## src/rtl/fpu_round_pack.sv

```systemverilog
// Round-and-pack back end for single-precision add: two-stage valid/ready pipe.
// Define FPU_ROUND_FLAGS_EN to add out_flags {NV,DZ,OF,UF,NX} and its registers.
module fpu_round_pack #(
    parameter logic [31:0] CANON_NAN = 32'h7FC0_0000
) (
    input  logic        clk,
    input  logic        rst_n,
    input  logic        in_valid,
    output logic        in_ready,
    input  logic        in_sign,
    input  logic [7:0]  in_exponent,
    input  logic [23:0] in_mantissa,
    input  logic [2:0]  in_guard,
    input  logic        in_nan,
    input  logic        in_inf,
    input  logic [2:0]  in_mode,
    output logic        out_valid,
    input  logic        out_ready,
    output logic [31:0] out_result
`ifdef FPU_ROUND_FLAGS_EN
    ,
    output logic [4:0]  out_flags
`endif
);

    localparam logic [2:0] RM_RNE = 3'd0;
    localparam logic [2:0] RM_RTZ = 3'd1;
    localparam logic [2:0] RM_RDN = 3'd2;
    localparam logic [2:0] RM_RUP = 3'd3;
    localparam logic [2:0] RM_RMM = 3'd4;

    logic        s1_v_q, s1_v_d;
    logic        s2_v_q, s2_v_d;
    logic        s1_adv, s2_adv, in_fire;

    logic        s1_sign_q, s1_sign_d;
    logic [7:0]  s1_exp_q, s1_exp_d;
    logic [24:0] s1_sig_q, s1_sig_d;
    logic [2:0]  s1_mode_q, s1_mode_d;
    logic        s1_nan_q, s1_nan_d;
    logic        s1_inf_q, s1_inf_d;
    logic        s1_zero_q, s1_zero_d;
    logic [31:0] s2_res_q, s2_res_d;
`ifdef FPU_ROUND_FLAGS_EN
    logic        s1_nx_q, s1_nx_d;
    logic [4:0]  s2_flg_q, s2_flg_d;
`endif

    logic        inexact, incr;
    logic [2:0]  mode_n;

    logic        carry, ovf;
    logic [23:0] sig;
    logic [8:0]  exp9;
    logic [7:0]  exp_f;
    logic [31:0] inf_w, max_w, ovf_w;

    assign s2_adv     = !s2_v_q || out_ready;
    assign s1_adv     = !s1_v_q || s2_adv;
    assign in_ready   = s1_adv;
    assign in_fire    = in_valid && in_ready;
    assign out_valid  = s2_v_q;
    assign out_result = s2_res_q;
`ifdef FPU_ROUND_FLAGS_EN
    assign out_flags  = s2_flg_q;
`endif

    always_comb begin
        inexact = |in_guard;
        mode_n  = (in_mode > RM_RMM) ? RM_RNE : in_mode;
        incr    = 1'b0;
        unique case (mode_n)
            RM_RTZ:  incr = 1'b0;
            RM_RDN:  incr = in_sign && inexact;
            RM_RUP:  incr = !in_sign && inexact;
            RM_RMM:  incr = in_guard[2];
            default: incr = in_guard[2] && (|in_guard[1:0] || in_mantissa[0]);
        endcase
    end

    always_comb begin
        s1_v_d    = s1_v_q;
        s1_sign_d = s1_sign_q;
        s1_exp_d  = s1_exp_q;
        s1_sig_d  = s1_sig_q;
        s1_mode_d = s1_mode_q;
        s1_nan_d  = s1_nan_q;
        s1_inf_d  = s1_inf_q;
        s1_zero_d = s1_zero_q;
`ifdef FPU_ROUND_FLAGS_EN
        s1_nx_d   = s1_nx_q;
`endif
        if (s1_adv) s1_v_d = in_fire;
        if (in_fire) begin
            s1_sign_d = in_sign;
            s1_exp_d  = in_exponent;
            s1_sig_d  = {1'b0, in_mantissa} + {24'd0, incr};
            s1_mode_d = mode_n;
            s1_nan_d  = in_nan;
            s1_inf_d  = in_inf;
            s1_zero_d = (in_mantissa == 24'd0) && !inexact;
`ifdef FPU_ROUND_FLAGS_EN
            s1_nx_d   = inexact;
`endif
        end
    end

    // Carry-out renormalises by one place; overflow picks inf or max-finite by direction.
    always_comb begin
        carry = s1_sig_q[24];
        sig   = carry ? s1_sig_q[24:1] : s1_sig_q[23:0];
        exp9  = {1'b0, s1_exp_q} + {8'd0, carry};
        ovf   = exp9 >= 9'd255;
        exp_f = sig[23] ? exp9[7:0] : 8'd0;
        inf_w = {s1_sign_q, 8'hFF, 23'd0};
        max_w = {s1_sign_q, 8'hFE, {23{1'b1}}};
        ovf_w = inf_w;
        unique case (s1_mode_q)
            RM_RTZ:  ovf_w = max_w;
            RM_RDN:  ovf_w = s1_sign_q ? inf_w : max_w;
            RM_RUP:  ovf_w = s1_sign_q ? max_w : inf_w;
            default: ovf_w = inf_w;
        endcase
    end

    always_comb begin
        s2_v_d   = s2_v_q;
        s2_res_d = s2_res_q;
`ifdef FPU_ROUND_FLAGS_EN
        s2_flg_d = s2_flg_q;
`endif
        if (s2_adv) s2_v_d = s1_v_q;
        if (s2_adv && s1_v_q) begin
            if (s1_nan_q) begin
                s2_res_d = CANON_NAN;
            end else if (s1_inf_q) begin
                s2_res_d = inf_w;
            end else if (ovf) begin
                s2_res_d = ovf_w;
            end else if (s1_zero_q) begin
                s2_res_d = {s1_sign_q, 31'd0};
            end else begin
                s2_res_d = {s1_sign_q, exp_f, sig[22:0]};
            end
`ifdef FPU_ROUND_FLAGS_EN
            if (s1_nan_q || s1_inf_q) begin
                s2_flg_d = 5'b00000;
            end else if (ovf) begin
                s2_flg_d = 5'b00101;
            end else if (s1_zero_q) begin
                s2_flg_d = 5'b00000;
            end else begin
                s2_flg_d = {3'b000, s1_nx_q && (exp_f == 8'd0), s1_nx_q};
            end
`endif
        end
    end

    always_ff @(posedge clk or negedge rst_n) begin
        if (!rst_n) begin
            s1_v_q    <= 1'b0;
            s2_v_q    <= 1'b0;
            s1_sign_q <= 1'b0;
            s1_exp_q  <= 8'd0;
            s1_sig_q  <= 25'd0;
            s1_mode_q <= RM_RNE;
            s1_nan_q  <= 1'b0;
            s1_inf_q  <= 1'b0;
            s1_zero_q <= 1'b0;
            s2_res_q  <= 32'd0;
`ifdef FPU_ROUND_FLAGS_EN
            s1_nx_q   <= 1'b0;
            s2_flg_q  <= 5'd0;
`endif
        end else begin
            s1_v_q    <= s1_v_d;
            s2_v_q    <= s2_v_d;
            s1_sign_q <= s1_sign_d;
            s1_exp_q  <= s1_exp_d;
            s1_sig_q  <= s1_sig_d;
            s1_mode_q <= s1_mode_d;
            s1_nan_q  <= s1_nan_d;
            s1_inf_q  <= s1_inf_d;
            s1_zero_q <= s1_zero_d;
            s2_res_q  <= s2_res_d;
`ifdef FPU_ROUND_FLAGS_EN
            s1_nx_q   <= s1_nx_d;
            s2_flg_q  <= s2_flg_d;
`endif
        end
    end

endmodule

```

## config.mk

```make
export PLATFORM = sky130hd
export DESIGN_NAME = fpu_round_pack
export DESIGN_NICKNAME = d
export VERILOG_FILES = /design/src/rtl/fpu_round_pack.sv
export SDC_FILE = /design/constraint.sdc
export NUM_CORES = 1
export LEC_CHECK = 0
export CORE_MARGIN = 1.5
export CORE_UTILIZATION = 32
export CTS_CLUSTER_DIAMETER = 150
export DETAILED_ROUTE_END_ITERATION = 8
export PLACE_DENSITY = 0.5
export SLEW_MARGIN = 20
export SYNTH_ARGS = -nofsm -noshare
export SYNTH_HDL_FRONTEND = slang
export SYNTH_SLANG_ARGS = --single-unit
```

## constraint.sdc

```tcl
create_clock -name clk -period 2.8 [get_ports clk]
set_input_delay 0.56 -clock clk [delete_from_list [all_inputs] [get_ports clk]]
set_output_delay 0.56 -clock clk [all_outputs]
set_load 0.02 [all_outputs]
```

Word level (Yosys, flattened, before mapping)
Index checks and enable logic that the tools add are counted.
{"block": "word_totals", "inputBits": 45, "word_cells": 48, "reg_bits": 74, "out_inout_bits": 34}
{"block": "op_classes", "eq_ne": 7, "order_cmp": 2, "reduce_logical": 16, "addsub": 2, "n_mux": 11}
{"cell": "two-way mux 32 bit", "n": 5}
{"cell": "one-hot mux 32 bit (3 select lines)", "n": 1}
{"cell": "two-way mux 31 bit", "n": 1}
{"cell": "adder 24 x 1 -> 25 bit", "n": 1}
{"cell": "zero test 24 bit", "n": 1}
{"cell": "two-way mux 24 bit", "n": 1}
{"cell": "equality test 3 x 2 -> 1 bit, second input constant", "n": 4}
{"cell": "adder 8 x 1 -> 9 bit", "n": 1}
{"cell": ">= comparator 9 x 8 -> 1 bit, second input constant", "n": 1}
{"cell": "two-way mux 8 bit", "n": 1}
{"cell": "equality test 3 x 1 -> 1 bit, second input constant", "n": 2}
{"cell": "logical AND 1 bit", "n": 6}
{"cell": "zero test 1 bit", "n": 4}
{"cell": "one-hot mux 1 bit (4 select lines)", "n": 1}
{"cell": "equality test 3 bit, second input constant", "n": 1}
{"cell": "greater-than comparator 3 bit, second input constant", "n": 1}
{"cell": "logical OR 1 bit", "n": 3}
{"cell": "two-way mux 3 bit", "n": 1}
{"cell": "OR reduction 3 bit", "n": 1}
{"cell": "OR reduction 2 bit", "n": 1}

Depth between registers and ports, before layout
Gate-level depths: netlist of the first run.
{"block": "depth", "depth_word": 6, "depth_mapped": 10, "mapped_depth_nobuf": 10}

Least setup slack after synthesis of the first run
OpenSTA, ideal clock, no wires.
{"block": "synth_path", "path_kind": "input -> register", "from": "input in_mantissa[0]", "to": "register s1_sig_q[8]", "setup_slack_ps": 368, "required_time_ps": 2664, "path_stages": 10, "t_arrival_ps": 2295, "setup_time_ps": 136, "path_buffers": 0, "path_cell_list": "or3_1 > maj3_1 > a21oi_1 > nor2_1 > ha_1 > nand2_1 > nor2_1 > and3_1 > xnor2_1 > o21ai_0"}
{"block": "synth_via", "elab_chain_len": 4}
{"item": "from (decl)", "line": "12", "rtl": "input logic [23:0] in_mantissa,"}
{"item": "logical OR 1 bit", "line": "77", "rtl": "default: incr = in_guard[2] && (|in_guard[1:0] || in_mantissa[0]);"}
{"item": "logical AND 1 bit", "line": "77"}
{"item": "one-hot mux 1 bit (4 select lines)", "line": "72", "rtl": "unique case (mode_n)"}
{"item": "adder 24 x 1 -> 25 bit (*)", "line": "97", "rtl": "s1_sig_d = {1'b0, in_mantissa} + {24'd0, incr};"}
{"item": "to (signal assigned)", "line": "180", "rtl": "s1_sig_q <= s1_sig_d;"}
{"item": "to (decl)", "line": "38", "rtl": "logic [24:0] s1_sig_q, s1_sig_d;"}
Every way passes the cells marked *; elsewhere a longest branch is shown, timed or not.
A chain may end at the register's enable or synchronous reset.

Worst setup path after layout of the first run
{"block": "layout_path", "from": "input in_mantissa[0]", "to": "register s1_sig_q[20]"}
Same word-level chain as after synthesis.

==> flow_summary.toml, run 1 <==
[drt]
dr.pass1.iters = 4
drc = 0
drt_wl_total_mm = 9.08
drt_iter0_drc = 148
ant_nets = 0
vias_per_cell = 5.03
wl_per_cell_um = 15.3
num_vias = 2987

[min_path]
hp-class = "in -> async"

[timing]
min_period_ns = 2.64
slew_viol_final = 0
tightest_slew_ns = 0.643
fmax_mhz = 379
skew_ns = 0.00405
slew_headroom_pct = 57.0
timing.final.crit_share_pct = 94.2
whs_ns = 0.260
finalSetupViolCount = 0
finalHoldViolations = 0
rsz0062_at_grt = "no"
setup-tns-final_ns = 0

[logic_synthesis]
synth-main-ff-cell = "dfrtp_1"
synth-async-reset-ratio_pct = 100
synth.top_cell.area_share_pct = 48.1
synth-seq-cells = 74
synth_nets = 410
synth_edf_count = 0
synth_top_area_cell = "dfrtp_1"
synth_area_leaders = "dfrtp_1, mux2_2, a221o_1"
syn_area_per_cell_um2 = 10.7
synth_cell_types = 45
syn_area_um2 = 3850
ys_seq_area_share_pct = 48.1
synth_warnings = 0
syn-instance-count = 361

[power]
clock_power_share_pct = 35.6
finalPower_mw = 3.15
power_density_nw_per_um2 = 614
p_seq_share_pct = 42.3
p_sw_mw = 0.865
comb_power_share_pct = 22.1
p_leak_nw = 2.11
swShare_pct = 27.4
peakVddDrop_mv = 0.261
cellInternalPower_mw = 2.29

[critical_path]
path_max_fanout = 10
crit_path_cell_trace = "clkdlybuf4s50_1 > or3_1 > maj3_1 > a21oi_1 > nor2_1 > ha_1 > nand2_2 > nor4_4 > buf_4 > nand4_1 > xor2_1 > o21ai_2"
slowest_stage = "clkdlybuf4s50_1"
end_kind = "flip-flop"
arrival_ns = 2.86
cp_data_required_time_ns = 3.02
worst_setup_path_start_kind = "primary input"
crit_type = "in -> reg"
crit_path_max_incr_delay_ns = 0.42

[placement]
hpwl_mm = 6.60
io_buffers = 78
gp_congestion = 0.774
placed_cells = 579

[floorplan]
core_area_um2 = 11600
dieWidth_um = 113
ios = 79
die_area_um2 = 12700
die_y_um = 113
rows = 39
start_util_pct = 33.3

[layout]
seq_area_um2 = 1850
diodes = 0
fin_cells = 594
multi_input_area_um2 = 1860
drive_gt1_share_pct = 17.5
final_common_cell = "clkdlybuf4s50_1"
n_fill_cell = 1134
area_delta_synth_final_pct = 33.4
final_nets = 496
layout_common_cells = "clkdlybuf4s50_1, dfrtp_1, nand2_1"
final_util_pct = 44.4

[grt]
antenna_found_initial = 0
grt_usage_pct = 15.6
grt_overflow = 0
grt_max_degree = 75
grt_pass1_vias = 2943
grt_pass1_wl_mm = 15.3

[outcome]
status = "finished clean"

[job]
maxCapViolCount = 0

[clocking]
clock_sinks = 74
cts_buffers = 9
cts.hold.buffers_added = 0
clkTransAtPathRegs_ns = 0.06
cts_tree = "yes"
root_buffer = "clkbuf_16"
clock_path_buffers = 2
clk_latency_ns = 0.33
htreeDepth = 3
critical path: cells and delay by family:
family | cells | cell delay [ns]
adders and majority gates | 2 | 0.57
xor gates and xnor gates | 1 | 0.18
buffers and inverters | 2 | 0.59
and+or+nand+nor | 5 | 0.75
AOI/OAI and AO/OA | 2 | 0.21
per-layer routing:
metal / track usage (%) / vias to the layer above / wire, µm
li1: - / 1479 / -
met1: 21.9 / 1425 / 4420
met2: 23.3 / 74 / 4040
met3: 3.24 / 9 / 488
met4: 6.58 / 0 / 135
met5: 0 / - / 0
synthesized netlist by cell type, types with 2 or more instances:
library cell and instances:
a221o_1 21, nor2_1 17, nor4_1 8, inv_1 3, a211oi_1 2, nand3_1 11
buf_2 3, buf_6 5, xnor2_1 12, or3_1 2, clkbuf_1 9, buf_1 4
and3_1 4, ha_1 4, and2_1 4, nand4_1 7, nand2b_1 6, nand2_1 51
xor2_1 19, mux2_2 34, nor3_1 3, dfrtp_1 74, nor2b_1 2, a21oi_1 9
nand3b_1 2, o21ai_0 21, o21ai_2 2, o21ai_1 5
layout make-up:
cell class / count / area share, %
clock buffers: 12 / 4.80
clock inverters: 3 / 0.780
multi-input cells: 262 / 36.3
inverters: 3 / 0.219
flip-flops and latches: 74 / 36.1
well taps: 143 / 3.49
repair buffers: 97 / 18.4
worst paths after layout:
kind / from / depth (start not counted) / slack, ns / to
worst max-delay path: in_mantissa[0] / 12 / 0.16 / s1_sig_q[20]
worst min-delay path: rst_n / 2 / 0.26 / out_result[25]
worst max register to register: s1_sig_q[24] / 8 / 0.39 / out_result[7]
worst min register to register: s1_mode_q[1] / 2 / 0.47 / s1_mode_q[1]
max in group asynchronous: rst_n / 2 / 2.24 / s1_sig_q[10]
min in group clk: s1_mode_q[1] / 2 / 0.47 / s1_mode_q[1]
stage by stage:
| stage | worst slack, ns | instance area (µm²) |
|---|---|---|
| floorplan | 0.368 | 3850 |
| global placement | -0.178 | 4840 |
| detailed placement | -0.224 | 4840 |
| CTS | 0.134 | 5130 |
| global route | 0.00841 | 5130 |
| finish | 0.162 | 5130 |
power groups by stage:
stage	sequential (mW)	combinational (mW)	clock [mW]
global placement	1.35	0.697	0
detailed placement	1.35	0.701	0
finish	1.33	0.695	1.12
global route	1.36	0.761	1.21
CTS	1.34	0.704	1.16
floorplan	1.40	0.302	0
flip-flops by register name, summed over array words and instances, names as in the netlist, 3 cells and up:
| signal | cells |
|---|---|
| s1_exp_q | 8 |
| s1_mode_q | 3 |
| out_result | 32 |
| s1_sig_q | 25 |
timing repair:
item | 4_1_cts | 5_1_grt
buffers inserted | 0 | 0
setup endpoints to repair | 0 | 3
gates resized for setup | 0 | 1
logic make-up (layout without fill, tap and decap cells):
logic type      after synthesis  in the layout  share of synthesized area, %
fa+ha+maj                     5              5                          1.56
mux                          35             35                          10.2
simple gates                124            124                          17.0
flops                        74             74                          48.1
xor+xnor                     31             31                          7.06
compound gates               67             67                          12.4
buf+inv                      25            115                          3.61
(Power assumes the default switching activity.)
==> inputs of run 2 (changes only) <==
CTS_CLUSTER_SIZE = 16   (was not set)
==> results of run 2 <==
Same layout as run 1: the final DEF is identical, and so are final timing and power.
==> inputs of run 3 (changes only) <==
PLACE_DENSITY = not set   (was 0.5)
PLACE_DENSITY_LB_ADDON = 0.2   (was not set)
==> run 3 against run 2 <==
Non-clock buffer count increased by 1; largest power group unchanged; sequential share of layout area decreased by 0.11 points; worst setup slack got worse by 0.050 ns; combinational power about the same; sequential power about the same; register-to-register slack improved by 0.02 ns; utilization increased by 0.14 points; die area unchanged; wire length decreased by 1.3%; hold slack got worse by 0.020 ns; global-route usage decreased by 0.65 points; clock power about the same.
==> flow_summary.toml, run 3 (synthesis results as in run 1) <==
[timing]
skew_ns = 0.00904
slew_headroom_pct = 60.0
tightest_slew_ns = 0.598
timing.final.crit_share_pct = 96.0
slew_viol_final = 0
min_period_ns = 2.69
setup_ws_ns = 0.112
finalHoldViolations = 0
finalSetupViolCount = 0
whs_ns = 0.239
fmax_mhz = 372
rsz0062_at_grt = "no"

[clocking]
cts_tree = "yes"
clkTransAtPathRegs_ns = 0.06
cts_setup_buffers = 0
root_buffer = "clkbuf_16"
cts_resized = 0
cts_buffers = 9
clock_sinks = 74
cts.hold.buffers_added = 0
htreeDepth = 3
clock_path_buffers = 2
clk_latency_ns = 0.33

[min_path]
hp-class = "in -> async"

[job]
maxCapViolCount = 0

[critical_path]
crit_type = "in -> reg"
worst_setup_path_start_kind = "primary input"
critical_path_depth = 12
slowest_stage = "clkdlybuf4s50_1"
path_max_fanout = 10
critPathTopFamily = "simple AND/OR/NAND/NOR gates"
r2r.worst_path.cells = 8
crit_path_max_incr_delay_ns = 0.42
crit_path_cell_trace = "clkdlybuf4s50_1 > or3_1 > maj3_1 > a21oi_1 > nor2_1 > ha_1 > nand2_1 > nor4_4 > buf_4 > nand4_1 > xor2_1 > o21ai_2"
cp_data_required_time_ns = 3.00
critPathBufInv = 2
arrival_ns = 2.89
end_kind = "flip-flop"

[drt]
num_vias = 2946
ant_nets = 0
wl_per_cell_um = 15.0
drc = 0
vias_per_cell = 4.94
dr.pass1.iters = 4
drt_iter0_drc = 147
drt_wl_total_mm = 8.96

[layout]
drive_gt1_share_pct = 17.7
n_fill_cell = 1103
final_util_pct = 44.5
diodes = 0
final_common_cell = "clkdlybuf4s50_1"
layout_common_cells = "clkdlybuf4s50_1, dfrtp_1, nand2_1"
final_nets = 497
largest_reg_flops = 32
area_delta_synth_final_pct = 33.9

[grt]
grt_max_degree = 75
grt_usage_pct = 14.9
grt_pass1_vias = 2941
grt_overflow = 0
grt_pass1_wl_mm = 14.8
antenna_found_initial = 0

[power]
clock_power_share_pct = 35.9
p_seq_share_pct = 42.1
p_sw_mw = 0.870
peakVddDrop_mv = 0.311
cellInternalPower_mw = 2.29
swShare_pct = 27.5
comb_power_share_pct = 21.9
power_density_nw_per_um2 = 614
p_leak_nw = 2.11

[placement]
gp_congestion = 0.780
dp_slack_ns = -0.246
hpwl_mm = 6.64
io_buffers = 78

[floorplan]
die_area_um2 = 12700
ios = 79
start_util_pct = 33.3
rows = 39
die_y_um = 113
dieWidth_um = 113
core_area_um2 = 11600

[outcome]
status = "finished clean"
## run 3: changes by cell type in the layout (fill, tap and decap cells not counted)
| cell | change |
|---|---|
| buf_4 | +1 |
| clkinv_2 | -1 |
| clkinv_4 | +1 |
| clkinvlp_4 | +1 |
| nand2_1 | +1 |
| nand2_2 | -1 |
## run 3: worst reg2reg max path: cells and delay by family, from the launching register on
family	cells	cell delay (ns)
DFF	1	0.38
and+or+nand+nor	2	0.34
AOI/OAI and AO/OA	3	0.83
buffers and inverters	1	0.22
adders and majority gates	2	0.52
## run 3: final cells by class
type                       instances  area, µm²  share of cell area, %
clock buffer                      12        246                   4.79
clock inverter                     4       51.3                  0.996
inverter                           3       11.3                  0.219
multi-input combinational        262       1860                   36.1
sequential                        74       1850                   36.0
tap                              143        179                   3.47
timing repair buffer              98        951                   18.5
## run 3: per-stage QoR
step / instance area, µm² / total power, mW / std cells / TNS (ns)
final: 5150 / 3.16 / 596 / 0
after global routing: 5150 / 3.32 / 596 / 0
after CTS: 5150 / 3.20 / 596 / 0
after detailed placement: 4850 / 2.05 / 580 / -3.61
after global placement: 4850 / 2.04 / 580 / -2.07
after floorplan: 3850 / 1.70 / 361 / 0
## run 3: path summary, 6_finish.rpt
kind	from	to	slack, ns
worst max-delay path	in_mantissa[0]	s1_sig_q[20]	0.11
worst min-delay path	rst_n	out_result[25]	0.24
worst max register to register	s1_exp_q[0]	out_result[21]	0.41
worst min register to register	s1_mode_q[1]	s1_mode_q[1]	0.47
max in group asynchronous	rst_n	out_result[15]	2.21
min in group clk	s1_mode_q[1]	s1_mode_q[1]	0.47
## run 3: routing by layer
layer | GRT usage (%) | wire length (µm) | up-vias
li1 | - | - | 1480
met1 | 21.4 | 4540 | 1389
met2 | 22.6 | 3950 | 70
met3 | 2.92 | 352 | 7
met4 | 4.81 | 117 | 0
met5 | 0 | 0 | -
## run 3: power by group through the flow
stage / logic [mW] / registers, mW / clock network, mW
finish: 0.694 / 1.33 / 1.14
global route: 0.758 / 1.36 / 1.21
CTS: 0.704 / 1.34 / 1.16
detailed placement: 0.701 / 1.35 / 0
global placement: 0.694 / 1.35 / 0
floorplan: 0.302 / 1.40 / 0
